[src/rtl/board_pkg.sv]
// -----------------------------------------------------------------------------
// board_pkg
// Shared constants, FSM state encoding and cell access helpers for the 4x4
// tile board. A board is 16 cells of 4 bits, packed so that cell 0 sits in
// bits [63:60] and cell 15 in bits [3:0]. A cell holds log2 of the tile value
// (0 = empty, 1 = 2, 2 = 4, ... 4'hB = 2048).
//
// Optional feature macro: TILE_FOUR_EN (lets pick_tile return a 4-tile).
// -----------------------------------------------------------------------------
package board_pkg;

    localparam int          CELL_W     = 4;
    localparam int          N_CELLS    = 16;
    localparam logic [3:0]  TILE_EMPTY = 4'h0;
    localparam logic [3:0]  TILE_2     = 4'h1;
    localparam logic [3:0]  TILE_4     = 4'h2;
    localparam logic [3:0]  TILE_WIN   = 4'hB;
    localparam logic [15:0] LFSR_SEED  = 16'hACE1;

    typedef enum logic [1:0] {
        IDLE  = 2'd0,
        SCAN  = 2'd1,
        PLACE = 2'd2
    } state_t;

    // Read cell idx out of a packed board (cell 0 is the most significant).
    function automatic logic [3:0] get_cell(input logic [63:0] board,
                                            input logic [3:0]  idx);
        return board[(N_CELLS - 1 - int'(idx)) * CELL_W +: CELL_W];
    endfunction

    // Return a copy of the board with cell idx replaced by val.
    function automatic logic [63:0] put_cell(input logic [63:0] board,
                                             input logic [3:0]  idx,
                                             input logic [3:0]  val);
        logic [63:0] b;
        b = board;
        b[(N_CELLS - 1 - int'(idx)) * CELL_W +: CELL_W] = val;
        return b;
    endfunction

    // Tile value for a new placement, chosen from the current LFSR state.
    // The 4-tile comes up with probability 1/16 when enabled.
    function automatic logic [3:0] pick_tile(input logic [15:0] lfsr);
`ifdef TILE_FOUR_EN
        return (lfsr[7:4] == 4'h0) ? TILE_4 : TILE_2;
`else
        return (lfsr == 16'h0) ? TILE_2 : TILE_2;
`endif
    endfunction

endpackage

[src/rtl/tile_lfsr.sv]
// -----------------------------------------------------------------------------
// tile_lfsr
// Free-running 16-bit Fibonacci LFSR, taps 16, 14, 13, 11, advancing on every
// rising clock edge. Reset loads LFSR_SEED, which is non-zero, so the register
// never locks up in the all-zero state.
//
// Ports:
//   clock    in   rising-edge clock
//   reset_n  in   asynchronous active-low reset
//   lfsr     out  current LFSR state [15:0]
// -----------------------------------------------------------------------------
module tile_lfsr
    import board_pkg::*;
(
    input  logic        clock,
    input  logic        reset_n,
    output logic [15:0] lfsr
);

    logic feedback;

    // Tap numbers are 1-based positions, hence bits 15, 13, 12, 10.
    assign feedback = lfsr[15] ^ lfsr[13] ^ lfsr[12] ^ lfsr[10];

    always_ff @(posedge clock or negedge reset_n) begin
        if (!reset_n) begin
            lfsr <= LFSR_SEED;
        end else begin
            lfsr <= {lfsr[14:0], feedback};
        end
    end

endmodule

[src/rtl/tile_board.sv]
// -----------------------------------------------------------------------------
// tile_board
// Registered 4x4 game board. The board can be overwritten in one cycle with
// `update`, and `spawn` starts a search for an empty cell from a random start
// index; the search probes one cell per cycle, wrapping mod 16, and either
// places a new tile (pulse `spawned`) or gives up after 16 occupied probes
// (pulse `nofree`).
//
// Handshake: `spawn` is a request sampled only while `busy`=0; requests seen
// while `busy`=1 are dropped, not queued. `update` is always accepted and
// takes priority over an in-flight search, which it cancels silently (the
// search restarts on the new board if `spawn` is also high).
//
// Optional feature macro: TILE_FOUR_EN (occasionally place a 4-tile).
//
// Ports:
//   clock      in   rising-edge clock
//   reset_n    in   asynchronous active-low reset
//   update     in   load newvalues into the board this cycle
//   newvalues  in   [63:0] board to load, cell 0 in [63:60]
//   spawn      in   request one new tile in a random empty cell
//   oldvalues  out  [63:0] registered board contents
//   busy       out  high while a search/placement is in progress
//   spawned    out  one-cycle pulse when a tile is written
//   nofree     out  one-cycle pulse when the search found no empty cell
// -----------------------------------------------------------------------------
module tile_board
    import board_pkg::*;
(
    input  logic        clock,
    input  logic        reset_n,
    input  logic        update,
    input  logic [63:0] newvalues,
    input  logic        spawn,
    output logic [63:0] oldvalues,
    output logic        busy,
    output logic        spawned,
    output logic        nofree
);

    state_t      state, state_next;
    logic [3:0]  idx, idx_next;
    logic [4:0]  cnt, cnt_next;     // occupied probes so far, 0..16
    logic [63:0] board, board_next;
    logic        spawned_next, nofree_next;
    logic [15:0] lfsr;

    tile_lfsr u_lfsr (
        .clock   (clock),
        .reset_n (reset_n),
        .lfsr    (lfsr)
    );

    always_ff @(posedge clock or negedge reset_n) begin
        if (!reset_n) begin
            state   <= IDLE;
            idx     <= 4'h0;
            cnt     <= 5'd0;
            board   <= 64'h0;
            spawned <= 1'b0;
            nofree  <= 1'b0;
        end else begin
            state   <= state_next;
            idx     <= idx_next;
            cnt     <= cnt_next;
            board   <= board_next;
            spawned <= spawned_next;
            nofree  <= nofree_next;
        end
    end

    always_comb begin
        state_next   = state;
        idx_next     = idx;
        cnt_next     = cnt;
        board_next   = board;
        spawned_next = 1'b0;
        nofree_next  = 1'b0;

        if (update) begin
            // A load always wins; a search in flight is dropped without a
            // pulse, and restarts on the new board if spawn is also high.
            board_next = newvalues;
            if (spawn) begin
                state_next = SCAN;
                idx_next   = lfsr[3:0];
                cnt_next   = 5'd0;
            end else if (state != IDLE) begin
                state_next = IDLE;
            end
        end else begin
            case (state)
                IDLE: begin
                    if (spawn) begin
                        state_next = SCAN;
                        idx_next   = lfsr[3:0];
                        cnt_next   = 5'd0;
                    end
                end
                SCAN: begin
                    // The give-up check comes one cycle after the 16th
                    // occupied probe, so that a full board and a hole found
                    // on the last probe both finish 17 cycles after entry.
                    if (cnt == 5'(N_CELLS)) begin
                        nofree_next = 1'b1;
                        state_next  = IDLE;
                    end else if (get_cell(board, idx) == TILE_EMPTY) begin
                        state_next = PLACE;
                    end else begin
                        idx_next = idx + 4'h1;
                        cnt_next = cnt + 5'd1;
                    end
                end
                PLACE: begin
                    board_next   = put_cell(board, idx, pick_tile(lfsr));
                    spawned_next = 1'b1;
                    state_next   = IDLE;
                end
                default: begin
                    state_next = IDLE;
                end
            endcase
        end
    end

    assign oldvalues = board;
    assign busy      = (state != IDLE);

endmodule
[config.mk]
export PLATFORM = sky130hd
export DESIGN_NAME = tile_board
export DESIGN_NICKNAME = d
export VERILOG_FILES = /design/src/rtl/board_pkg.sv /design/src/rtl/tile_lfsr.sv /design/src/rtl/tile_board.sv
export SDC_FILE = /design/constraint.sdc
export NUM_CORES = 1
export LEC_CHECK = 0
export ABC_CLOCK_PERIOD_IN_PS = 2900
export BUFFER_PORTS_ARGS = -buffer_cell sky130_fd_sc_hd__buf_2
export CAP_MARGIN = 20
export CORE_MARGIN = 2
export CORE_UTILIZATION = 31
export DETAILED_ROUTE_END_ITERATION = 7
export HOLD_SLACK_MARGIN = 0.06
export SLEW_MARGIN = 20
export SYNTH_ARGS = -nofsm -noshare
export SYNTH_HDL_FRONTEND = slang
export SYNTH_HIERARCHICAL = 1
export SYNTH_SLANG_ARGS = --single-unit
[constraint.sdc]
create_clock -name clock -period 2.9 [get_ports clock]
set_input_delay 0.435 -clock clock [delete_from_list [all_inputs] [get_ports clock]]
set_output_delay 0.435 -clock clock [all_outputs]
set_load 0.02 [all_outputs]
-- Yosys cells after proc, flatten, opt, wreduce, memory -nomap -nowiden
Cells that the tools add are included.
- output and inout port bits: 67
- input bits: 68
- bits in registers: 93
- logic and storage cells: 57
- shift-type cells: 3
- equality and inequality tests: 8
- muxes and demuxes: 25
- reduce and logical (&&, ||, !) cells: 7
- add/sub/neg operators: 4
- bitwise logic cells: 3
- operators by type and width (operator ; number):
    two-way mux 64 bit ; 2
    bitwise mux 64 bit ; 1
    variable shift 4 x 33 -> 64 bit, first input constant ; 1
    variable part select 4 x 33 -> 64 bit, first input constant ; 1
    variable part select 64 x 7 -> 4 bit ; 1
    negator 7 -> 33 bit ; 1
    two-way mux 5 bit ; 4
    two-way mux 4 bit ; 4
    two-way mux 2 bit ; 6
    one-hot mux 5 bit (2 select lines) ; 1
    != test 3 bit, second input constant ; 3
    one-hot mux 4 bit (2 select lines) ; 1
    AND reduction 3 bit ; 2
    adder 5 x 1 -> 5 bit, second input constant ; 1
    equality test 5 bit, second input constant ; 1
    two-way mux 1 bit ; 5
    subtractor 4 x 4 -> 5 bit, first input constant ; 1
    adder 4 x 1 -> 4 bit, second input constant ; 1
    zero test 4 bit ; 1
    != test 4 bit, second input constant ; 1
    one-hot mux 2 bit (2 select lines) ; 1
    nonzero test 2 bit ; 2
    != test 3 x 1 -> 1 bit, second input constant ; 1
    nonzero test 3 bit ; 1
    other kinds (4) ; 6

-- Longest topological paths before layout
Gate-level depths: netlist of run 1.
- word-level depth: 7
- mapped depth: 9
- gate-level depth less buffers: 8

-- Cells and area by module
Netlist of run 1, hierarchy kept.
- modules (own cells, without submodules) (module ; cells each ; sequential area each (µm²) ; area an instance (µm²) ; instances):
    tile_board ; 331 ; 1926.8 ; 3628.5 ; 1
    tile_lfsr ; 19 ; 410.4 ; 436.7 ; 1

-- Worst setup path after synthesis of run 1
OpenSTA, ideal clock, no wires.
- path type: reg2reg
- from: register board[8] (netlist: oldvalues[8])
- to: register idx[1]
- cell stages (with the launch flop): 7
- period minus slack after synthesis: 2142 ps
- slack: 758 ps
- library setup time: 120 ps
- buffers on the path: 0
- data arrival time: 2023 ps
- required time: 2780 ps
- cell sequence: dfrtp_1 > nor4_1 > o22ai_1 > or4_4 > a221oi_4 > nor2_2 > o22a_2
- longest elaborated chain between the ends: 4
- RTL lines (what ; line ; text):
    from (decl) ; tile_board.sv:44 ; logic [63:0] board, board_next;
    from (signal assigned) ; tile_board.sv:66 ; board <= board_next;
    variable part select 64 x 7 -> 4 bit ; board_pkg.sv:29 ; return board[(N_CELLS - 1 - int'(idx)) * CELL_W +: CELL_W];
    zero test 4 bit ; tile_board.sv:107 ; end else if (get_cell(board, idx) == TILE_EMPTY) begin
    != test 3 bit (no line) ; - ;
    AND reduction 3 bit (no line) ; - ;
    to (signal assigned) ; tile_board.sv:64 ; idx <= idx_next;
    to (decl) ; tile_board.sv:42 ; logic [3:0] idx, idx_next;
Every way passes these cells.
A chain may end at the register's enable or synchronous reset.

-- Worst setup path after layout of run 1
- from: register idx[0]
- to: register board[4] (netlist: oldvalues[4])
- longest elaborated chain between the ends: 6
- elaborated cells on any way between the ends: 7
- classes of those cells: add/sub: 2; shift: 2; mux: 3
- RTL lines (what ; line ; text):
    subtractor 4 x 4 -> 5 bit * ; board_pkg.sv:38 ; b[(N_CELLS - 1 - int'(idx)) * CELL_W +: CELL_W] = val;
    negator 7 -> 33 bit * ; board_pkg.sv:38 ;
    variable part select 4 x 33 -> 64 bit or variable shift 4 x 33 -> 64 bit (tied branches) ; board_pkg.sv:38 ;
    bitwise mux 64 bit * ; board_pkg.sv:38 ;
    two-way mux 64 bit * ; tile_board.sv:92 ; case (state)
    two-way mux 64 bit * ; tile_board.sv:80 ; if (update) begin
Every way passes the cells marked *; elsewhere a longest branch is shown, timed or not. The select of a mux whose other input is x is not followed.

==> flow_summary.ini, run 1 <==
[outcome]
status = complete, no violations

[critical_path]
endpoint_kind = register
path_max_fanout = 15
crit_path_start_kind = register
critical_path_required_ns = 3.19
critPathKind = register to register
arrival_ns = 2.85

[synth]
ys_warn_count = 6
synth_top_area_cell = dfrtp_1
syn_avg_cell_area_um2 = 11.6
ys_top_cells_by_area = dfrtp_1 52%, a22o_1 10%, dfstp_2 5.2%, nor4_1 3.1%, a21oi_1 2.1%
synth-edff-count = 0
syn_nets = 424
async_flop_share = 1.00
ys_seq_area_frac = 0.575
synth.distinct_cells = 46
ys.flop_type = dfrtp_1
netlist_area_mm2 = 0.00407
synth_cells = 350
ys_seq_elements = 93
yosysTopAreaCellShare = 0.523

[layout]
n_antenna_cell = 0
area_delta_synth_final_pct = 29.5
nFillCells = 1267
final_cell_mix = 133 x buf_2, 85 x dfrtp_1, 48 x a22o_1
final_util = 0.414
ff_latch_area_mm2 = 0.00234
final_cell_area_mm2 = 0.00527
final_common_cell = buf_2
multiInputGateArea_mm2 = 0.00162
drive_gt1_frac = 0.364
layout.nets = 563

[routing]
dr_total_vias = 3546
drt-initial-drc-count = 229
drc = 0
wirelength_mm = 11.6
wl_per_cell_um = 17.4
viasPerCell = 5.32
dr.pass1.iters = 5
ant_nets = 0

[sta]
drv_slew = 0
skew_ns = 0.00545
worst_pin_slew_ns = 0.543
fin_crit_ns = 2.56
hold-worst-slack_ns = 0.0691
period_share = 0.884
hold_viol = 0
fmax_ghz = 0.390
maxSlewHeadroom = 0.638
rsz0062_at_grt = false
setup_viol = 0
finalSetupTns_ns = 0

[floorplan]
start_util = 0.320
rows = 41
ios = 135
die_area_mm2 = 0.0140
fp.dieW_um = 119
core_mm2 = 0.0127
die_h_um = 119

[clock_network]
clock_sinks = 93
insertion_delay_ns = 0.35
root_buffer = clkbuf_16
htree_levels = 3
cts.path.max_buffers = 2
postCtsSetupBuffers = 0
tritoncts = built
cts_made_buffers = 9
hold_buffers = 0
clk_pin_slew_ns = 0.06

[power]
p_clk_frac = 0.286
max-vdd-ir-drop_mv = 0.310
powerDensity_mw_per_mm2 = 800
seqPwrFrac = 0.388
p_sw_frac = 0.356
power_switching_mw = 1.50
power.total_mw = 4.21
p_leak_nw = 2.51
p_int_mw = 2.71
comb_power_share = 0.326

[grt]
grt_pass1_vias = 3503
antenna_found_initial = 1
grt_max_degree = 56
grt_overflow = 0
grtUsageTotal = 0.171
grt_pass1_wl_mm = 18.8

[placement]
dp_hpwl_mm = 8.84
gp_congestion = 0.855
port_buffers = 134
dpl-instance-area_mm2 = 0.00495

[worst_hold_path]
min_path_type = primary input to async pin

[run]
drv_cap = 0
-- metal layers --
layer | track usage | part of all wire | vias up | wire length [um]
met5 | 0 | 0.00095 | - | 11
met4 | 0.0625 | 0.019 | 2 | 223
met3 | 0.0516 | 0.073 | 21 | 849
met2 | 0.261 | 0.46 | 147 | 5310
met1 | 0.228 | 0.45 | 1748 | 5210
li1 | - | - | 1628 | -
-- synth_stat cells (2+ instances only) --
| cell | n |
|---|---|
| a22o_1 | 48 |
| a2bb2oi_1 | 3 |
| or3b_2 | 3 |
| dfrtp_1 | 85 |
| nand2b_1 | 2 |
| nand3_1 | 8 |
| nand3b_1 | 5 |
| and2_1 | 5 |
| o211ai_1 | 6 |
| inv_1 | 12 |
| a21oi_1 | 17 |
| nor2_2 | 2 |
| nand2_1 | 20 |
| o21ai_0 | 6 |
| nor3_1 | 12 |
| and3_1 | 2 |
| nor2b_1 | 2 |
| buf_6 | 2 |
| nor2_1 | 14 |
| a221o_1 | 8 |
| clkbuf_1 | 10 |
| xor2_1 | 2 |
| o22a_1 | 2 |
| nor4_1 | 20 |
| dfstp_2 | 8 |
| or4_4 | 2 |
| o22ai_1 | 8 |
| a31oi_1 | 3 |
| nor3b_1 | 5 |
| o21ai_1 | 2 |
| ha_1 | 6 |
| xnor2_1 | 4 |
| o31ai_1 | 2 |
| mux2i_1 | 2 |
-- final timing paths --
kind,to,slack [ns],cells after the start,start
max,oldvalues[4]$_DFFE_PN0P_,0.34,8,idx[0]$_DFFE_PN0P_
min,oldvalues[19]$_DFFE_PN0P_,0.07,1,reset_n
max reg2reg,oldvalues[4]$_DFFE_PN0P_,0.34,8,idx[0]$_DFFE_PN0P_
min reg2reg,u_lfsr/lfsr[9]$_DFF_PN0_,0.36,0,u_lfsr/lfsr[8]$_DFF_PN0_
max in group asynchronous,u_lfsr/lfsr[11]$_DFF_PN1_,2.09,2,reset_n
min in group clock,oldvalues[8]$_DFFE_PN0P_,0.31,2,newvalues[8]
-- power by group through the flow --
stage,clock [mW],combinational [mW],sequential [mW]
after floorplan,0,0.856,1.70
after global placement,0,1.36,1.65
after detailed placement,0,1.36,1.65
after CTS,1.24,1.36,1.63
after global routing,1.30,1.48,1.66
final,1.21,1.37,1.63
-- cell type report --
type	instances	share of cell area
inverter	13	0.00927
tap	172	0.0409
clock buffer	11	0.0480
multi-input combinational	231	0.307
sequential	93	0.444
clock inverter	5	0.0109
timing repair buffer	141	0.140
-- flip-flops by register name, summed over array words and instances (netlist names) --
register,cells
nofree,1
oldvalues,64
idx,4
spawned,1
u_lfsr/lfsr,16
state,2
cnt,5
-- through the flow --
stage,cells,setup slack (ns)
after floorplan,350,0.758
after global placement,650,0.233
after detailed placement,650,0.157
after CTS,666,0.135
after global routing,666,0.157
final,666,0.337
-- repair_timing --
| item | 4_1_cts | 5_1_grt |
|---|---|---|
| endpoints found under the hold margin | 0 | 0 |
| gates resized for setup | 0 | 1 |
| endpoints found under the setup margin | 0 | 2 |
-- worst max-delay path: stages (launching register included) --
cell     delay (ns)
dfrtp_1        0.59
inv_1          0.13
ha_1           0.33
inv_1          0.08
nor4_1         0.48
buf_4          0.21
a21oi_1        0.17
nor3_1         0.35
a221o_1        0.16
-- logic make-up after synthesis --
family                     after synthesis  synth area share
AOI/OAI and AO/OA                      111             0.216
xor gates and xnor gates                 6            0.0129
adders and majority gates                6            0.0185
buffers and inverters                   26            0.0286
DFF                                     93             0.575
muxes                                    2           0.00492
and+or+nand+nor                        106             0.144
(Power assumes the default switching activity.)
==> run 2: changes to the inputs <==
Settings changed: ABC_CLOCK_PERIOD_IN_PS 2900 to 2640.
Clock period 2.9 ns to 2.64 ns, I/O delays scaled along.
==> run 2 against run 1 <==
Net effect: clock power is 17% higher; final area is 1.4% higher; sequential share of layout area is 0.61 points lower; worst setup slack worse by 0.19 ns; first-iteration DRC count is 10% lower; worst hold slack better by 0.20 ns; die area stayed put; sequential cell count stayed put; routed wire length is 1.0% higher; critical path depth is 2 lower; maximum frequency is 2.7% higher; critical path type unchanged; critical endpoint is now idx[2]$_DFFE_PN0P_; largest cell class unchanged.
==> flow_summary.ini, run 2 (synthesis gave the netlist of run 1 again) <==
[grt]
grtUsageTotal = 0.171
grt_pass1_wl_mm = 19.0
antenna_found_initial = 1
grt_overflow = 0
grt_pass1_vias = 3621
grt_max_degree = 54

[floorplan]
core_mm2 = 0.0127
start_util = 0.320
die_area_mm2 = 0.0140
rows = 41
die_h_um = 119
fp.dieW_um = 119
ios = 135

[outcome]
status = complete, no violations

[power]
seqPwrFrac = 0.370
p_sw_frac = 0.349
power_switching_mw = 1.67
powerDensity_mw_per_mm2 = 896
power.total_mw = 4.78
p_int_mw = 3.11
max-vdd-ir-drop_mv = 0.345
p_clk_frac = 0.296
comb_power_share = 0.334
p_leak_nw = 2.55

[critical_path]
slowest_delay_ns = 0.57
r2r-start = oldvalues[40]$_DFFE_PN0P_
endpoint_kind = register
critPathKind = register to register
crit_chain = nor4_1 -> o22ai_1 -> or4_4 -> a221oi_4 -> nor2_2 -> o22a_1
crit_slowest_cell = nor4_1
arrival_ns = 2.73
crit_path_start_kind = register
path_max_fanout = 7
critical_path_required_ns = 2.87
reg2reg_slack_ns = 0.14
r2r_cells = 6
timing.rr.end = idx[2]$_DFFE_PN0P_

[layout]
n_antenna_cell = 0
largest_reg_flops = 64
drive_gt1_frac = 0.367
area_delta_synth_final_pct = 31.4
layout.nets = 570
final_common_cell = buf_2
final_cell_mix = 133 x buf_2, 85 x dfrtp_1, 48 x a22o_1
final_cell_area_mm2 = 0.00534

[worst_hold_path]
hold_end = oldvalues[8]$_DFFE_PN0P_
hold_start = newvalues[8]
min_path_type = primary input to register
hold_depth = 2

[run]
drv_cap = 0

[sta]
period_share = 0.945
fmax_ghz = 0.401
finalSetupTns_ns = 0
hold_viol = 0
fin_crit_ns = 2.50
maxSlewHeadroom = 0.582
skew_ns = 0.00753
rsz0062_at_grt = false
drv_slew = 0
worst_pin_slew_ns = 0.621
setup_viol = 0
hold-worst-slack_ns = 0.265

[routing]
dr.pass1.iters = 5
drc = 0
wirelength_mm = 11.7
drt-initial-drc-count = 205
ant_nets = 0
viasPerCell = 5.25
dr_total_vias = 3531
wl_per_cell_um = 17.4

[clock_network]
clock_sinks = 93
cts.path.max_buffers = 2
postCtsSetupBuffers = 0
tritoncts = built
root_buffer = clkbuf_16
insertion_delay_ns = 0.34
htree_levels = 3
clk_pin_slew_ns = 0.06
cts_made_buffers = 9

[placement]
port_buffers = 134
dpl-instance-area_mm2 = 0.00500
gp_congestion = 0.850
dp_hpwl_mm = 8.90
==> run 2: worst max-delay path by stage <==
stage	start	endpoint	slack, ns	cells past startpoint
2_1_floorplan	oldvalues[8]$_DFFE_PN0P_	idx[1]$_DFFE_PN0P_	0.50	6
3_3_place_gp	oldvalues[44]$_DFFE_PN0P_	idx[1]$_DFFE_PN0P_	0.13	6
3_5_place_dp	oldvalues[44]$_DFFE_PN0P_	idx[2]$_DFFE_PN0P_	0.10	6
4_1_cts	oldvalues[44]$_DFFE_PN0P_	idx[2]$_DFFE_PN0P_	0.1	6
5_1_grt	oldvalues[40]$_DFFE_PN0P_	idx[2]$_DFFE_PN0P_	0.05	6
6_report	oldvalues[40]$_DFFE_PN0P_	idx[2]$_DFFE_PN0P_	0.14	6
==> run 2: layout make-up <==
| class | instances | area, um2 |
|---|---|---|
| inverter | 13 | 48.8 |
| tap | 172 | 215 |
| sequential | 93 | 2340 |
| multi-input combinational | 231 | 1620 |
| fill | 1280 | 7380 |
| clock inverter | 3 | 67.6 |
| timing repair buffer | 148 | 793 |
| clock buffer | 13 | 260 |
==> run 2: metal layers <==
metal,GRT usage,part of all wire,vias up
li1,-,-,1636
met1,0.229,0.45,1746
met2,0.272,0.46,128
met3,0.0396,0.062,19
met4,0.0640,0.019,2
met5,0,0.0011,-
==> run 2: worst max-delay path, delay by kind of cell (launching register included) <==
kind / cells / cell delay [ns]
flops: 1 / 0.40
simple gates: 3 / 1.28
compound gates: 3 / 0.70
==> run 2: metrics by stage <==
step | worst slack, ns | utilization | instances
after floorplan | 0.498 | - | 350
after CTS | 0.0983 | 0.419 | 673
after global placement | 0.134 | 0.393 | 656
final | 0.145 | 0.420 | 673
after detailed placement | 0.105 | 0.393 | 656
after global routing | 0.0478 | 0.420 | 673
==> run 2: repair_timing <==
action,in CTS,in global routing
resized for setup,0,1
hold buffers,1,0
endpoints found under the hold margin,14,0
setup endpoints to repair,0,2
==> run 2: power by group through the flow <==
stage / clock network (mW) / registers [mW] / logic [mW]
floorplan: 0 / 1.87 / 0.940
global placement: 0 / 1.78 / 1.57
detailed placement: 0 / 1.79 / 1.59
CTS: 1.44 / 1.77 / 1.60
global route: 1.51 / 1.80 / 1.74
finish: 1.41 / 1.77 / 1.60
==> run 3: changes to the inputs <==
Settings changed: ABC_CLOCK_PERIOD_IN_PS 2640 to 2100, SETUP_SLACK_MARGIN from default to 0.3.
Clock period 2.64 ns to 2.1 ns, I/O delays scaled along.
==> run 3 against run 2 <==
Net effect: largest cell class unchanged; final cell count up 16%; clock skew is 0.0045 ns lower; largest power group is now combinational logic; the run now ends with negative setup slack left; register-to-register slack worse by 0.34 ns.
==> flow_summary.ini, run 3 (synthesis gave the netlist of run 1 again) <==
[layout]
n_antenna_cell = 0
ff_latch_area_mm2 = 0.00235
multiInputGateArea_mm2 = 0.00218
drive_gt1_frac = 0.624
layout.nets = 681
final_common_cell = buf_2
nFillCells = 1114
largest_reg_flops = 64
area_delta_synth_final_pct = 69.8
final_cell_mix = 133 x buf_2, 93 x buf_4, 75 x dfrtp_1
final_cells = 784

[critical_path]
path_max_fanout = 7
cp_num_buf_inv = 0
crit_end = idx[2]$_DFFE_PN0P_
crit_chain = nor4_2 -> o22ai_1 -> or4_4 -> a221oi_4 -> nor2_4 -> o22a_1
critical_path_required_ns = 2.33
endpoint_kind = register
path_depth = 6
crit_path_start = oldvalues[28]$_DFFE_PN0P_
timing.rr.end = idx[2]$_DFFE_PN0P_
crit_path_start_kind = register
path_delay_family = simple AND/OR/NAND/NOR gates
r2r_cells = 6
slowest_delay_ns = 0.54
arrival_ns = 2.53
reg2reg_slack_ns = -0.20
critPathKind = register to register
r2r-start = oldvalues[28]$_DFFE_PN0P_
crit_slowest_cell = or4_4

[routing]
wirelength_mm = 13.1
ant_nets = 0
dr_total_vias = 3951
dr.pass1.iters = 4
drt-initial-drc-count = 224
drc = 0
viasPerCell = 5.04
wl_per_cell_um = 16.7

[grt]
grtUsageTotal = 0.186
antenna_found_initial = 0
grt_max_degree = 46
grt_pass1_vias = 4156
grt_overflow = 0
grt_pass1_wl_mm = 20.8

[floorplan]
fp.dieW_um = 119
ios = 135
core_mm2 = 0.0127
die_area_mm2 = 0.0140
die_h_um = 119
rows = 41
start_util = 0.320

[outcome]
violations = negative setup slack
status = complete, but fails checks

[clock_network]
tritoncts = built
clock_sinks = 93
insertion_delay_ns = 0.34
cts.path.max_buffers = 2
clk_pin_slew_ns = 0.06
root_buffer = clkbuf_16
cts_made_buffers = 9
htree_levels = 3

[placement]
gp_congestion = 0.830
port_buffers = 134
dp.cells = 746
dp_hpwl_mm = 9.60

[power]
powerDensity_mw_per_mm2 = 1130
p_leak_nw = 3.26
max-vdd-ir-drop_mv = 0.547

[sta]
finalSetupTns_ns = -1.58
period_share = 1.10
fmax_ghz = 0.435
fin_crit_ns = 2.30
rsz0062_at_grt = true
hold_viol = 0
setup_viol = 23
skew_ns = 0.00298
maxSlewHeadroom = 0.650
worst_pin_slew_ns = 0.525
fin_ws_ns = -0.200
drv_slew = 0

[worst_hold_path]
hold_start = newvalues[8]
min_path_type = primary input to register

[run]
drv_cap = 0
==> run 3: changes by cell type in the layout (fill, tap and decap cells not counted), sizes merged <==
cell | before | now
bufinv | 2 | 3
buf | 147 | 258
clkinvlp | 1 | 0
clkbuf | 13 | 12
clkinv | 1 | 2
==> run 3: cell type report <==
type / count / area share
clock buffers: 12 / 0.0357
inverters: 13 / 0.00924
well taps: 172 / 0.0312
repair buffers: 259 / 0.254
multi-input cells: 231 / 0.316
flip-flops and latches: 93 / 0.340
clock inverters: 4 / 0.0138
==> run 3: how the worst min path moves through the flow <==
stage / endpoint / cells after the start
after floorplan: cnt[0]$_DFFE_PN0P_ / 0
after global placement: cnt[1]$_DFFE_PN0P_ / 1
after detailed placement: cnt[1]$_DFFE_PN0P_ / 1
after CTS: oldvalues[8]$_DFFE_PN0P_ / 2
after global routing: oldvalues[8]$_DFFE_PN0P_ / 2
final: oldvalues[8]$_DFFE_PN0P_ / 2
==> run 3: repair_timing <==
action                     4_1_cts  5_1_grt
setup endpoints to repair       75       75
gates resized for setup         95       24
hold endpoints to repair        28        0
buffers inserted                17        4
pin swaps                       73       10
hold buffers                     1        0
==> run 3: power breakdown <==
part / leakage, nW / switching, mW / internal, mW / total [mW]
logic: 1.96 / 1.88 / 1.84 / 3.72
registers: 1.13 / 0.227 / 2.01 / 2.23
clock network: 0.167 / 0.662 / 1.19 / 1.86
total: 3.26 / 2.77 / 5.04 / 7.81
==> run 3: metrics by stage <==
step           setup slack [ns]  hold slack, ns  instance area, um2  utilization  total power [mW]
2_1_floorplan           -0.0217          0.0194                4230            -              3.81
3_3_place_gp             -0.261           0.279                5830        0.458              4.98
3_5_place_dp             -0.298           0.283                5830        0.458              5.02
4_1_cts                  -0.197           0.177                6760        0.531              7.67
5_1_grt                  -0.274           0.179                6900        0.543              8.19
6_report                 -0.200           0.180                6900        0.543              7.81
==> run 3: routing by layer <==
layer | GRT usage | part of all wire
met2 | 0.311 | 0.50
met3 | 0.0386 | 0.046
met5 | 0 | 0
met4 | 0.0685 | 0.018
met1 | 0.238 | 0.43
